$ cat src/rtl/sram_port_arbiter_if.sv
// Bundle of the two requester ports, the program-mode strap and the SRAM
// port-0 pins for sram_port_arbiter. slave = arbiter side, master = the
// requesters plus SRAM macro side (testbench / enclosing SoC glue).
interface sram_port_arbiter_if #(
  parameter int AW = 8,
  parameter int DW = 32
);
  localparam int MW = DW / 8;

  logic          prog_mode_i;

  logic          a_req_i;
  logic          a_we_i;
  logic [AW-1:0] a_addr_i;
  logic [DW-1:0] a_wdata_i;
  logic [MW-1:0] a_wmask_i;
  logic          a_gnt_o;
  logic          a_rvalid_o;
  logic [DW-1:0] a_rdata_o;

  logic          b_req_i;
  logic          b_we_i;
  logic [AW-1:0] b_addr_i;
  logic [DW-1:0] b_wdata_i;
  logic [MW-1:0] b_wmask_i;
  logic          b_gnt_o;
  logic          b_rvalid_o;
  logic [DW-1:0] b_rdata_o;

  logic          sram_csb_o;
  logic          sram_web_o;
  logic [MW-1:0] sram_wmask_o;
  logic [AW-1:0] sram_addr_o;
  logic [DW-1:0] sram_din_o;
  logic [DW-1:0] sram_dout_i;

  modport slave (
    input  prog_mode_i,
    input  a_req_i, a_we_i, a_addr_i, a_wdata_i, a_wmask_i,
    output a_gnt_o, a_rvalid_o, a_rdata_o,
    input  b_req_i, b_we_i, b_addr_i, b_wdata_i, b_wmask_i,
    output b_gnt_o, b_rvalid_o, b_rdata_o,
    output sram_csb_o, sram_web_o, sram_wmask_o, sram_addr_o, sram_din_o,
    input  sram_dout_i
  );

  modport master (
    output prog_mode_i,
    output a_req_i, a_we_i, a_addr_i, a_wdata_i, a_wmask_i,
    input  a_gnt_o, a_rvalid_o, a_rdata_o,
    output b_req_i, b_we_i, b_addr_i, b_wdata_i, b_wmask_i,
    input  b_gnt_o, b_rvalid_o, b_rdata_o,
    input  sram_csb_o, sram_web_o, sram_wmask_o, sram_addr_o, sram_din_o,
    output sram_dout_i
  );
endinterface

$ cat src/rtl/sram_port_arbiter.sv
// sram_port_arbiter: shares port 0 (1rw) of a sky130 32x256 SRAM between
// requester A (programming / debug, priority) and requester B (TL-UL path).
// Grants and SRAM pin muxing are combinational; read data comes back one
// cycle later and is steered by the registered rd_owner state.
// Default build: fixed A priority with a MAX_BURST starvation guard for B.
// Define SRAM_ARB_RR_EN to replace the guard with round-robin on conflicts.
module sram_port_arbiter #(
  parameter int AW        = 8,
  parameter int DW        = 32,
  parameter int MAX_BURST = 4
) (
  input logic               clk_i,
  input logic               rst_i,
  sram_port_arbiter_if.slave bus
);
  typedef enum logic [1:0] {RD_NONE, RD_A, RD_B} rd_owner_e;

  rd_owner_e rd_owner;
  logic      a_gnt, b_gnt;
  logic      a_wins;

`ifdef SRAM_ARB_RR_EN
  logic last_b;  // 1: B won the last grant, so A wins the next conflict

  assign a_wins = last_b;

  // remember the most recent winner; reset to B so A wins the first conflict
  always_ff @(posedge clk_i or posedge rst_i) begin
    if (rst_i)              last_b <= 1'b1;
    else if (a_gnt | b_gnt) last_b <= b_gnt;
  end
`else
  localparam logic [3:0] MAX_B = 4'(MAX_BURST);
  logic [3:0] burst_cnt;

  assign a_wins = (burst_cnt < MAX_B);

  // count A grants while B is kept waiting; any B grant or B idle restarts it
  always_ff @(posedge clk_i or posedge rst_i) begin
    if (rst_i)                             burst_cnt <= '0;
    else if (!bus.b_req_i || b_gnt)        burst_cnt <= '0;
    else if (a_gnt && !bus.prog_mode_i && burst_cnt < MAX_B)
                                           burst_cnt <= burst_cnt + 4'd1;
  end
`endif

  // grant selection; nothing is granted while reset is asserted
  always_comb begin
    a_gnt = 1'b0;
    b_gnt = 1'b0;
    if (!rst_i) begin
      if (bus.prog_mode_i) begin
        a_gnt = bus.a_req_i;
      end else if (bus.a_req_i && bus.b_req_i) begin
        a_gnt = a_wins;
        b_gnt = !a_wins;
      end else begin
        a_gnt = bus.a_req_i;
        b_gnt = bus.b_req_i;
      end
    end
  end

  assign bus.a_gnt_o = a_gnt;
  assign bus.b_gnt_o = b_gnt;

  // route the granted requester onto the SRAM pins; park at idle otherwise
  always_comb begin
    bus.sram_csb_o   = 1'b1;
    bus.sram_web_o   = 1'b1;
    bus.sram_addr_o  = '0;
    bus.sram_din_o   = '0;
    bus.sram_wmask_o = '0;
    if (a_gnt) begin
      bus.sram_csb_o   = 1'b0;
      bus.sram_web_o   = !bus.a_we_i;
      bus.sram_addr_o  = bus.a_addr_i;
      bus.sram_din_o   = bus.a_wdata_i;
      bus.sram_wmask_o = bus.a_wmask_i;
    end else if (b_gnt) begin
      bus.sram_csb_o   = 1'b0;
      bus.sram_web_o   = !bus.b_we_i;
      bus.sram_addr_o  = bus.b_addr_i;
      bus.sram_din_o   = bus.b_wdata_i;
      bus.sram_wmask_o = bus.b_wmask_i;
    end
  end

  // read-response owner: set by a granted read, lasts exactly one cycle
  always_ff @(posedge clk_i or posedge rst_i) begin
    if (rst_i)                     rd_owner <= RD_NONE;
    else if (a_gnt && !bus.a_we_i) rd_owner <= RD_A;
    else if (b_gnt && !bus.b_we_i) rd_owner <= RD_B;
    else                           rd_owner <= RD_NONE;
  end

  assign bus.a_rvalid_o = (rd_owner == RD_A);
  assign bus.b_rvalid_o = (rd_owner == RD_B);
  assign bus.a_rdata_o  = (rd_owner == RD_A) ? bus.sram_dout_i : '0;
  assign bus.b_rdata_o  = (rd_owner == RD_B) ? bus.sram_dout_i : '0;
endmodule

$ cat src/flat_wrapper.sv
// flat-port wrapper written by rule: the top's interface ports become plain ports
module sram_port_arbiter_flat 
#(
  parameter int AW        = 8,
  parameter int DW        = 32,
  parameter int MAX_BURST = 4
)
  (clk_i, rst_i, bus_prog_mode_i, bus_a_req_i, bus_a_we_i, bus_a_addr_i, bus_a_wdata_i, bus_a_wmask_i, bus_a_gnt_o, bus_a_rvalid_o, bus_a_rdata_o, bus_b_req_i, bus_b_we_i, bus_b_addr_i, bus_b_wdata_i, bus_b_wmask_i, bus_b_gnt_o, bus_b_rvalid_o, bus_b_rdata_o, bus_sram_csb_o, bus_sram_web_o, bus_sram_wmask_o, bus_sram_addr_o, bus_sram_din_o, bus_sram_dout_i);
  sram_port_arbiter_if #(.AW(AW), .DW(DW)) bus_i ();
  input logic clk_i;
  input logic rst_i;
  input wire logic [$bits(bus_i.prog_mode_i)-1:0] bus_prog_mode_i;
  input wire logic [$bits(bus_i.a_req_i)-1:0] bus_a_req_i;
  input wire logic [$bits(bus_i.a_we_i)-1:0] bus_a_we_i;
  input wire logic [$bits(bus_i.a_addr_i)-1:0] bus_a_addr_i;
  input wire logic [$bits(bus_i.a_wdata_i)-1:0] bus_a_wdata_i;
  input wire logic [$bits(bus_i.a_wmask_i)-1:0] bus_a_wmask_i;
  output wire logic [$bits(bus_i.a_gnt_o)-1:0] bus_a_gnt_o;
  output wire logic [$bits(bus_i.a_rvalid_o)-1:0] bus_a_rvalid_o;
  output wire logic [$bits(bus_i.a_rdata_o)-1:0] bus_a_rdata_o;
  input wire logic [$bits(bus_i.b_req_i)-1:0] bus_b_req_i;
  input wire logic [$bits(bus_i.b_we_i)-1:0] bus_b_we_i;
  input wire logic [$bits(bus_i.b_addr_i)-1:0] bus_b_addr_i;
  input wire logic [$bits(bus_i.b_wdata_i)-1:0] bus_b_wdata_i;
  input wire logic [$bits(bus_i.b_wmask_i)-1:0] bus_b_wmask_i;
  output wire logic [$bits(bus_i.b_gnt_o)-1:0] bus_b_gnt_o;
  output wire logic [$bits(bus_i.b_rvalid_o)-1:0] bus_b_rvalid_o;
  output wire logic [$bits(bus_i.b_rdata_o)-1:0] bus_b_rdata_o;
  output wire logic [$bits(bus_i.sram_csb_o)-1:0] bus_sram_csb_o;
  output wire logic [$bits(bus_i.sram_web_o)-1:0] bus_sram_web_o;
  output wire logic [$bits(bus_i.sram_wmask_o)-1:0] bus_sram_wmask_o;
  output wire logic [$bits(bus_i.sram_addr_o)-1:0] bus_sram_addr_o;
  output wire logic [$bits(bus_i.sram_din_o)-1:0] bus_sram_din_o;
  input wire logic [$bits(bus_i.sram_dout_i)-1:0] bus_sram_dout_i;
  assign bus_i.prog_mode_i = bus_prog_mode_i;
  assign bus_i.a_req_i = bus_a_req_i;
  assign bus_i.a_we_i = bus_a_we_i;
  assign bus_i.a_addr_i = bus_a_addr_i;
  assign bus_i.a_wdata_i = bus_a_wdata_i;
  assign bus_i.a_wmask_i = bus_a_wmask_i;
  assign bus_a_gnt_o = bus_i.a_gnt_o;
  assign bus_a_rvalid_o = bus_i.a_rvalid_o;
  assign bus_a_rdata_o = bus_i.a_rdata_o;
  assign bus_i.b_req_i = bus_b_req_i;
  assign bus_i.b_we_i = bus_b_we_i;
  assign bus_i.b_addr_i = bus_b_addr_i;
  assign bus_i.b_wdata_i = bus_b_wdata_i;
  assign bus_i.b_wmask_i = bus_b_wmask_i;
  assign bus_b_gnt_o = bus_i.b_gnt_o;
  assign bus_b_rvalid_o = bus_i.b_rvalid_o;
  assign bus_b_rdata_o = bus_i.b_rdata_o;
  assign bus_sram_csb_o = bus_i.sram_csb_o;
  assign bus_sram_web_o = bus_i.sram_web_o;
  assign bus_sram_wmask_o = bus_i.sram_wmask_o;
  assign bus_sram_addr_o = bus_i.sram_addr_o;
  assign bus_sram_din_o = bus_i.sram_din_o;
  assign bus_i.sram_dout_i = bus_sram_dout_i;
  sram_port_arbiter #(.AW(AW), .DW(DW), .MAX_BURST(MAX_BURST)) u_core (.clk_i(clk_i), .rst_i(rst_i), .bus(bus_i));
endmodule
$ cat config.mk
export PLATFORM = sky130hd
export DESIGN_NAME = sram_port_arbiter_flat
export DESIGN_NICKNAME = d
export VERILOG_FILES = /design/src/rtl/sram_port_arbiter_if.sv /design/src/rtl/sram_port_arbiter.sv /design/src/flat_wrapper.sv
export SDC_FILE = /design/constraint.sdc
export NUM_CORES = 1
export LEC_CHECK = 0
export CAP_MARGIN = 5
export CORE_AREA = 5 5 90 92
export CTS_CLUSTER_SIZE = 8
export DETAILED_ROUTE_END_ITERATION = 12
export DIE_AREA = 0 0 95 97
export PLACE_DENSITY = 0.77
export SYNTH_ARGS = -nofsm -noshare
export SYNTH_HDL_FRONTEND = slang
export SYNTH_SLANG_ARGS = --single-unit
$ cat constraint.sdc
create_clock -name clk_i -period 2 [get_ports clk_i]
set_input_delay 0.2 -clock clk_i [delete_from_list [all_inputs] [get_ports clk_i]]
set_output_delay 0.2 -clock clk_i [all_outputs]
set_load 0.01 [all_outputs]
## Word-level counts from Yosys, hierarchy flattened

Index checks and enable logic that the tools add are counted.
W data, S select, Z words.

| storage, ports and cells | value |
|---|---|
| bits in registers | 6 |
| input port bits | 127 |
| output and inout bits | 114 |
| word-level logic and storage cells | 40 |

| operators by class | value |
|---|---|
| add/sub/neg operators | 1 |
| $lt $le $gt $ge | 1 |
| equal/unequal tests | 2 |
| mux-type cells | 22 |
| reductions and logical operators | 12 |

Operator list:

| cell | count |
|---|---|
| $mux W32 | 4 |
| $mux W4 | 4 |
| $mux W8 | 2 |
| $mux W1 | 10 |
| $logic_and A1 B1 Y1 | 5 |
| $logic_not A1 Y1 | 5 |
| $add A4 B1 Y4 const B | 1 |
| $lt A4 B3 Y1 const B | 1 |
| $mux W2 | 2 |
| $eq A2 B1 Y1 const B | 1 |
| $eq A2 B2 Y1 const B | 1 |
| $reduce_bool A2 Y1 | 1 |
| $logic_or A1 B1 Y1 | 1 |

## Longest topological paths before layout

Gate-level depths: netlist of the first run.

| depth | value |
|---|---|
| word-level depth | 8 |
| depth in mapped cells | 5 |
| gate-level depth less buffers | 3 |

## Worst setup path after synthesis of the first run

OpenSTA, ideal clock, no wires.

| path | value |
|---|---|
| path kind | flip-flop to output port |
| start point | register u_core.burst_cnt[3] |
| end point | output port bus_sram_web_o |
| arrival time | 1298 ps |
| required time | 1800 ps |
| slack | 502 ps |
| cell stages (with the launch flop) | 5 |
| buffers on the path | 1 |
| cells stage by stage | dfrtp_1 > nor3b_1 > nor4_4 > buf_6 > a22oi_1 |

| between the ends | value |
|---|---|
| word-level cells in the longest chain between the ends | 7 |
| elaborated cells between the ends (all ways) | 10 |
| classes of those cells | 1 x order compare; 8 x mux; 1 x reduce/logical |

Ends and longest elaborated chain:

| item | line | text |
|---|---|---|
| start: declaration | sram_port_arbiter.sv:34 | `logic [3:0] burst_cnt;` |
| start signal: assignment | sram_port_arbiter.sv:43 | `burst_cnt <= burst_cnt + 4'd1;` |
| $lt A4 B3 Y1 | sram_port_arbiter.sv:36 | `assign a_wins = (burst_cnt < MAX_B);` |
| $logic_not A1 Y1 | sram_port_arbiter.sv:56 | `b_gnt = !a_wins;` |
| $mux W1 | sram_port_arbiter.sv:54 | `end else if (bus.a_req_i && bus.b_req_i) begin` |
| $mux W1 | sram_port_arbiter.sv:52 | `if (bus.prog_mode_i) begin` |
| $mux W1 | sram_port_arbiter.sv:51 | `if (!rst_i) begin` |
| named net bus_b_gnt_o | flat_wrapper.sv:26 | `output wire logic [$bits(bus_i.b_gnt_o)-1:0] bus_b_gnt_o;` |
| $mux W1 | sram_port_arbiter.sv:80 | `end else if (b_gnt) begin` |
| $mux W1 | sram_port_arbiter.sv:74 | `if (a_gnt) begin` |
| end: declaration | flat_wrapper.sv:30 | `output wire logic [$bits(bus_i.sram_web_o)-1:0] bus_sram_web_o;` |

The timed path passes the listed nets, and every way through them passes these cells.

## Final worst setup path of the first run

| path | value |
|---|---|
| start point | register u_core.burst_cnt[2] |
| end point | output port bus_sram_wmask_o[2] |

| between the ends | value |
|---|---|
| word-level cells in the longest chain between the ends | 7 |
| elaborated cells between the ends (all ways) | 10 |
| classes of those cells | 1 x order compare; 8 x mux; 1 x reduce/logical |

Ends and longest elaborated chain:

| item | line | text |
|---|---|---|
| $lt A4 B3 Y1 * | sram_port_arbiter.sv:36 |  |
| $logic_not A1 Y1 | sram_port_arbiter.sv:56 |  |
| $mux W1 | sram_port_arbiter.sv:54 |  |
| $mux W1 | sram_port_arbiter.sv:52 |  |
| $mux W1 | sram_port_arbiter.sv:51 |  |
| $mux W4 | sram_port_arbiter.sv:80 |  |
| $mux W4 * | sram_port_arbiter.sv:74 |  |
| end: declaration | flat_wrapper.sv:31 | `output wire logic [$bits(bus_i.sram_wmask_o)-1:0] bus_sram_wmask_o;` |

Mark *: on every way between the ends. The rest lies on a longest branch, timed or not.

==> flow_metrics.env, run 1 <==
export IMPL_tightest_slew_ns=0.563
export IMPL_critPathArrivalTime_ns=1.73
export IMPL_dp_hpwl_mm=7.25
export IMPL_status="finished clean"
export IMPL_fmax_mhz=517
export IMPL_relSlewSlack_pct=62.1
export IMPL_synth_fa_ha_area_share_pct=1.01
export IMPL_yosys_area_share_simple_pct=40.9
export IMPL_cts_sinks=6
export IMPL_track_usage_pct=18.2
export IMPL_die_area_sq_mm=0.00922
export IMPL_leakagePower_nw=1.63
export IMPL_insertion_delay_ns=0.22
export IMPL_first_global_vias=2504
export IMPL_grt_max_degree=34
export IMPL_place_gp_congestion=0.831
export IMPL_post_dp_cell_area_sq_mm=0.00378
export IMPL_end_kind="primary output"
export IMPL_drv_slew=0
export IMPL_boundaryPins=241
export IMPL_tns_ns=0
export IMPL_synth_seq_area_share_pct=12.2
export IMPL_period_minus_slack_ns=1.93
export IMPL_syn_nets=286
export IMPL_rows=31
export IMPL_grt_pass1_wl_mm=13.0
export IMPL_total_power_w=0.000944
export IMPL_cp_start_kind="flip-flop"
export IMPL_synth_distinct_cells=24
export IMPL_synth_top_area_share_pct=32.5
export IMPL_cts_tree="done"
export IMPL_hold_path_class="in -> async"
export IMPL_die_w_um=95
export IMPL_area_delta_synth_final_pct=217
export IMPL_final_util_pct=54.8
export IMPL_overflow=0
export IMPL_syn_area_per_cell_sq_um=7.81
export IMPL_synth_area_top_cells="and2_1 32%, a22o_1 31%, dfrtp_1 12%"
export IMPL_hold_violations=0
export IMPL_yosysTopAreaCell="and2_1"
export IMPL_synth_xor_area_share_pct=0
export IMPL_cp_required_ns=1.80
export IMPL_drt_iter0_markers=82
export IMPL_clockBufferDepth=2
export IMPL_peakVddDrop_uv=201
export IMPL_final_area_sq_mm=0.00391
export IMPL_port_buffers=240
export IMPL_setup_viol=0
export IMPL_clk_pin_slew_ns=0.04
export IMPL_synth_top_family_by_area="simple AND/OR/NAND/NOR gates"
export IMPL_die_h_um=97
export IMPL_ant_nets=0
export IMPL_critical_path_class="reg -> out"
export IMPL_worstPathMaxFanout=12
export IMPL_skew_ns=0.00110
export IMPL_vias=2234
export IMPL_initial_core_util_pct=17.3
export IMPL_drive_above_1_share_pct=15.7
export IMPL_syn_instance_count=158
export IMPL_avgViaCountPerCell=4.40
export IMPL_maxCapViolCount=0
export IMPL_hold_buffers=0
export IMPL_antenna_found_initial=1
export IMPL_routedWlPerCell_um=17.7
export IMPL_synth_seq_cells=6
export IMPL_synth_area_sq_mm=0.00123
export IMPL_clock_root_buffer="clkbuf_8"
export IMPL_cts_buffers=3
export IMPL_nNetsFinal=538
export IMPL_synth_compound_area_share_pct=35.8
export IMPL_cts_htree_levels=1
export IMPL_drt_wl_total_mm=8.99
export IMPL_firstDrtPassIters=4
export IMPL_powerDensity_mw_per_mm2=241
export IMPL_muxShareOfSynthArea_pct=0
export IMPL_period_share_pct=96.7
export IMPL_core_region_area_sq_mm=0.00714
export IMPL_drc_errors=0
export IMPL_yosys_warnings=0
export IMPL_rsz0062_at_grt="no"
[worst max-delay path, stage by stage, from the launching register on]
cell and delay [ns]:
dfrtp_2 0.43, nor3b_4 0.27, nor4_4 0.08, buf_6 0.14, buf_12 0.14, a22o_4 0.22
clkdlybuf4s15_1 0.23
[per-stage QoR]
step / setup slack [ns] / hold WS [ns] / std cells
2_1_floorplan: 0.502 / 0.00515 / 158
6_report: 0.0651 / 0.199 / 508
5_1_grt: 0.00994 / 0.232 / 508
3_3_place_gp: -0.350 / 0.537 / 492
4_1_cts: -0.0778 / 0.205 / 507
3_5_place_dp: -0.387 / 0.571 / 492
[kinds of logic (layout without fill, tap and decap cells)]
family	Yosys count	count (layout)
and+or+nand+nor	78	78
AOI/OAI and AO/OA	53	53
buffers and inverters	20	270
DFF	6	6
adders and majority gates	1	1
other	0	1
[cell type report]
class / count / area, sq um
Clock buffer: 3 / 41.3
Tap cell: 99 / 124
Timing Repair Buffer: 263 / 2570
Sequential cell: 6 / 153
Multi-Input combinational cell: 132 / 1000
Inverter: 4 / 15.0
Fill cell: 706 / 3230
Antenna cell: 1 / 2.50
[state kept, by name, indices dropped and copies added (netlist names)]
| name | cells |
|---|---|
| u_core.rd_owner | 2 |
| u_core.burst_cnt | 4 |
[where the power goes]
part	internal, W	total (W)	switching, W
Combinational	0.000422	0.000636	0.000214
Clock	0.000129	0.000181	0.0000518
Sequential	0.000125	0.000126	0.00000147
Total	0.000676	0.000944	0.000268
[cell usage in the layout (no fill, tap or decap), types with 4 or more instances in the layout]
cell	n
nor2b_1	4
and2_1	64
a22o_1	42
clkdlybuf4s15_1	17
buf_2	9
clkbuf_2	16
buf_4	13
clkdlybuf4s50_1	190
dlygate4sd2_1	5
buf_6	4
dfrtp_1	4
buf_12	4
[Yosys cell counts, drive strengths merged]
library cell / number
and2: 64
a22o: 44
clkbuf: 9
buf: 7
dfrtp: 6
inv: 4
nor2b: 4
nor2: 3
o21ai: 3
a21oi: 2
a22oi: 1
a31oi: 1
ha: 1
nand3: 1
nor3: 1
nor3b: 1
nor4: 1
nor4b: 1
o311a: 1
o31ai: 1
or3: 1
or4b: 1
[routing by layer]
metal  track usage [%]  vias to the layer above  routed length [um]
li1                  -                     1074                   -
met1              16.1                     1000                2770
met3              5.90                       10                1090
met5                 0                        -                   0
met2              37.0                      150                4990
met4              5.44                        0                 143
[worst paths after layout]
path / cells after the start / slack (ns) / startpoint / end
worst max-delay path: 6 / 0.07 / u_core.burst_cnt[2] / bus_sram_wmask_o[2]
worst min-delay path: 3 / 0.20 / rst_i / u_core.burst_cnt[3]
worst max register to register: 4 / 0.33 / u_core.burst_cnt[3] / u_core.burst_cnt[0]
worst min register to register: 2 / 0.57 / u_core.burst_cnt[1] / u_core.burst_cnt[1]
max in group asynchronous: 3 / 1.67 / rst_i / u_core.burst_cnt[2]
min in group clk_i: 2 / 0.55 / bus_a_we_i / u_core.rd_owner[0]
[repair_timing]
action                     in CTS  in global routing
pin swaps                       6                  1
cloned                          5                  0
setup endpoints to repair      47                 37
gates resized for setup       124                 22
buffers inserted                7                  0
Power figures use the tool's default switching activity.
==> inputs of run 2 (changes only) <==
GPL_TIMING_DRIVEN = 0   (was unset)
==> flow_metrics.env, run 2 (synthesized netlist as in run 1, its figures left out) <==
export IMPL_relSlewSlack_pct=64.7
export IMPL_drv_slew=0
export IMPL_hold_path_class="in -> async"
export IMPL_p_clk_share_pct=19.5
export IMPL_rrSetupSlack_ns=0.22
export IMPL_post_dp_cell_area_sq_mm=0.00375
export IMPL_tightest_slew_ns=0.524
export IMPL_rr_endpoint="u_core.burst_cnt[0]"
export IMPL_firstDrtPassIters=4
export IMPL_tns_ns=0
export IMPL_final_area_sq_mm=0.00380
export IMPL_antenna_found_initial=0
export IMPL_period_share_pct=99.2
export IMPL_critical_path_class="reg -> out"
export IMPL_drt_iter0_markers=53
export IMPL_cp_start_kind="flip-flop"
export IMPL_leakagePower_nw=1.61
export IMPL_final_cell_mix="191 x clkdlybuf4s50_1, 64 x and2_1, 44 x a22o_1"
export IMPL_place_gp_congestion=0.776
export IMPL_hold_buffers=0
export IMPL_die_area_sq_mm=0.00922
export IMPL_nNetsFinal=537
export IMPL_pwr_share_comb_pct=66.7
export IMPL_top_regs="u_core.burst_cnt: 4 flops, u_core.rd_owner: 2 flops"
export IMPL_core_region_area_sq_mm=0.00714
export IMPL_avgViaCountPerCell=4.35
export IMPL_rows=31
export IMPL_cts_htree_levels=1
export IMPL_clockBufferDepth=2
export IMPL_rsz0062_at_grt="yes"
export IMPL_clock_root_buffer="clkbuf_8"
export IMPL_end_kind="primary output"
export IMPL_p_sw_w=0.000258
export IMPL_skew_ns=0.00182
export IMPL_largest_reg_flops=4
export IMPL_antenna_cells=0
export IMPL_boundaryPins=241
export IMPL_cts_sinks=6
export IMPL_port_buffers=239
export IMPL_r2r_start="u_core.burst_cnt[2]"
export IMPL_endpoint="bus_b_rdata_o[29]"
export IMPL_grt_pass1_wl_mm=12.5
export IMPL_die_h_um=97
export IMPL_critPathArrivalTime_ns=1.78
export IMPL_powerDensity_mw_per_mm2=241
export IMPL_ant_nets=0
export IMPL_dp_hpwl_mm=7.70
export IMPL_insertion_delay_ns=0.22
export IMPL_r2r_cells=5
export IMPL_maxCapViolCount=0
export IMPL_worstPathMaxFanout=10
export IMPL_critPathLaunch="u_core.rd_owner[1]"
export IMPL_cts_tree="done"
export IMPL_setup_viol=0
export IMPL_cp_required_ns=1.80
export IMPL_cts_buffers=3
export IMPL_fmax_mhz=504
export IMPL_track_usage_pct=17.4
export IMPL_peakVddDrop_uv=177
export IMPL_area_delta_synth_final_pct=208
export IMPL_layout_commonest_cell="clkdlybuf4s50_1"
export IMPL_routedWlPerCell_um=16.8
export IMPL_hold_worst_slack_ns=0.226
export IMPL_internal_power_w=0.000659
export IMPL_period_minus_slack_ns=1.98
export IMPL_hold_violations=0
export IMPL_p_sw_share_pct=28.1
export IMPL_seq_power_share_pct=13.8
export IMPL_overflow=0
export IMPL_drt_wl_total_mm=8.52
export IMPL_initial_core_util_pct=17.3
export IMPL_drive_above_1_share_pct=14.7
export IMPL_clk_pin_slew_ns=0.04
export IMPL_status="finished clean"
export IMPL_drc_errors=0
export IMPL_vias=2202
export IMPL_first_global_vias=2378
export IMPL_grt_max_degree=11
export IMPL_top_register="u_core.burst_cnt"
export IMPL_die_w_um=95
run 2: power by group through the flow:
stage	sequential, W	clock [W]	combinational [W]
after detailed placement	0.000128	0	0.000638
after CTS	0.000127	0.000184	0.000615
after global routing	0.000127	0.000193	0.000652
after global placement	0.000128	0	0.000631
after floorplan	0.000127	0	0.000178
final	0.000127	0.000179	0.000611
run 2: critical path, stage by stage (launching register included):
cell and delay [ns]:
dfrtp_1 0.34, nor2b_2 0.27, buf_2 0.23, and2_1 0.14
clkdlybuf4s50_1 0.57
run 2: routing by layer:
layer | vias up | GRT usage [%] | part of all wire, %
met5 | - | 0 | 0
met1 | 965 | 14.0 | 29
met2 | 156 | 36.4 | 56
met3 | 8 | 6.90 | 13
li1 | 1073 | - | -
met4 | 0 | 4.44 | 1.5
run 2: worst min path at each step:
| stage | start | end | slack, ns |
|---|---|---|---|
| after floorplan | rst_i | u_core.burst_cnt[0] | 0.005 |
| after global placement | u_core.burst_cnt[1] | u_core.burst_cnt[1] | 0.54 |
| after detailed placement | u_core.burst_cnt[1] | u_core.burst_cnt[1] | 0.55 |
| after CTS | rst_i | u_core.rd_owner[1] | 0.21 |
| after global routing | rst_i | u_core.rd_owner[1] | 0.25 |
| final | rst_i | u_core.rd_owner[1] | 0.23 |
run 2: final cells by class:
| cell class | count | area (sq um) |
|---|---|---|
| Sequential cell | 6 | 153 |
| Tap cell | 99 | 124 |
| Buffer | 16 | 151 |
| Multi-Input combinational cell | 132 | 988 |
| Clock buffer | 3 | 41.3 |
| Inverter | 4 | 15.0 |
| Fill cell | 683 | 3330 |
| Timing Repair Buffer | 246 | 2330 |
run 2: repair_timing:
| action | CTS | global route |
|---|---|---|
| gates cloned | 1 | 0 |
| pin swaps | 4 | 1 |
| endpoints found under the setup margin | 107 | 100 |
| hold endpoints to repair | 0 | 0 |
| resized for setup | 141 | 22 |
| buffers inserted | 5 | 1 |
run 2: through the flow:
stage / instances / utilization [%] / worst slack [ns] / power, W
2_1_floorplan: 158 / - / 0.502 / 0.000305
3_3_place_gp: 496 / 52.5 / -0.665 / 0.000758
3_5_place_dp: 496 / 52.5 / -0.686 / 0.000766
4_1_cts: 505 / 52.9 / -0.0231 / 0.000925
5_1_grt: 506 / 53.3 / -0.0599 / 0.000972
6_report: 506 / 53.3 / 0.0157 / 0.000917
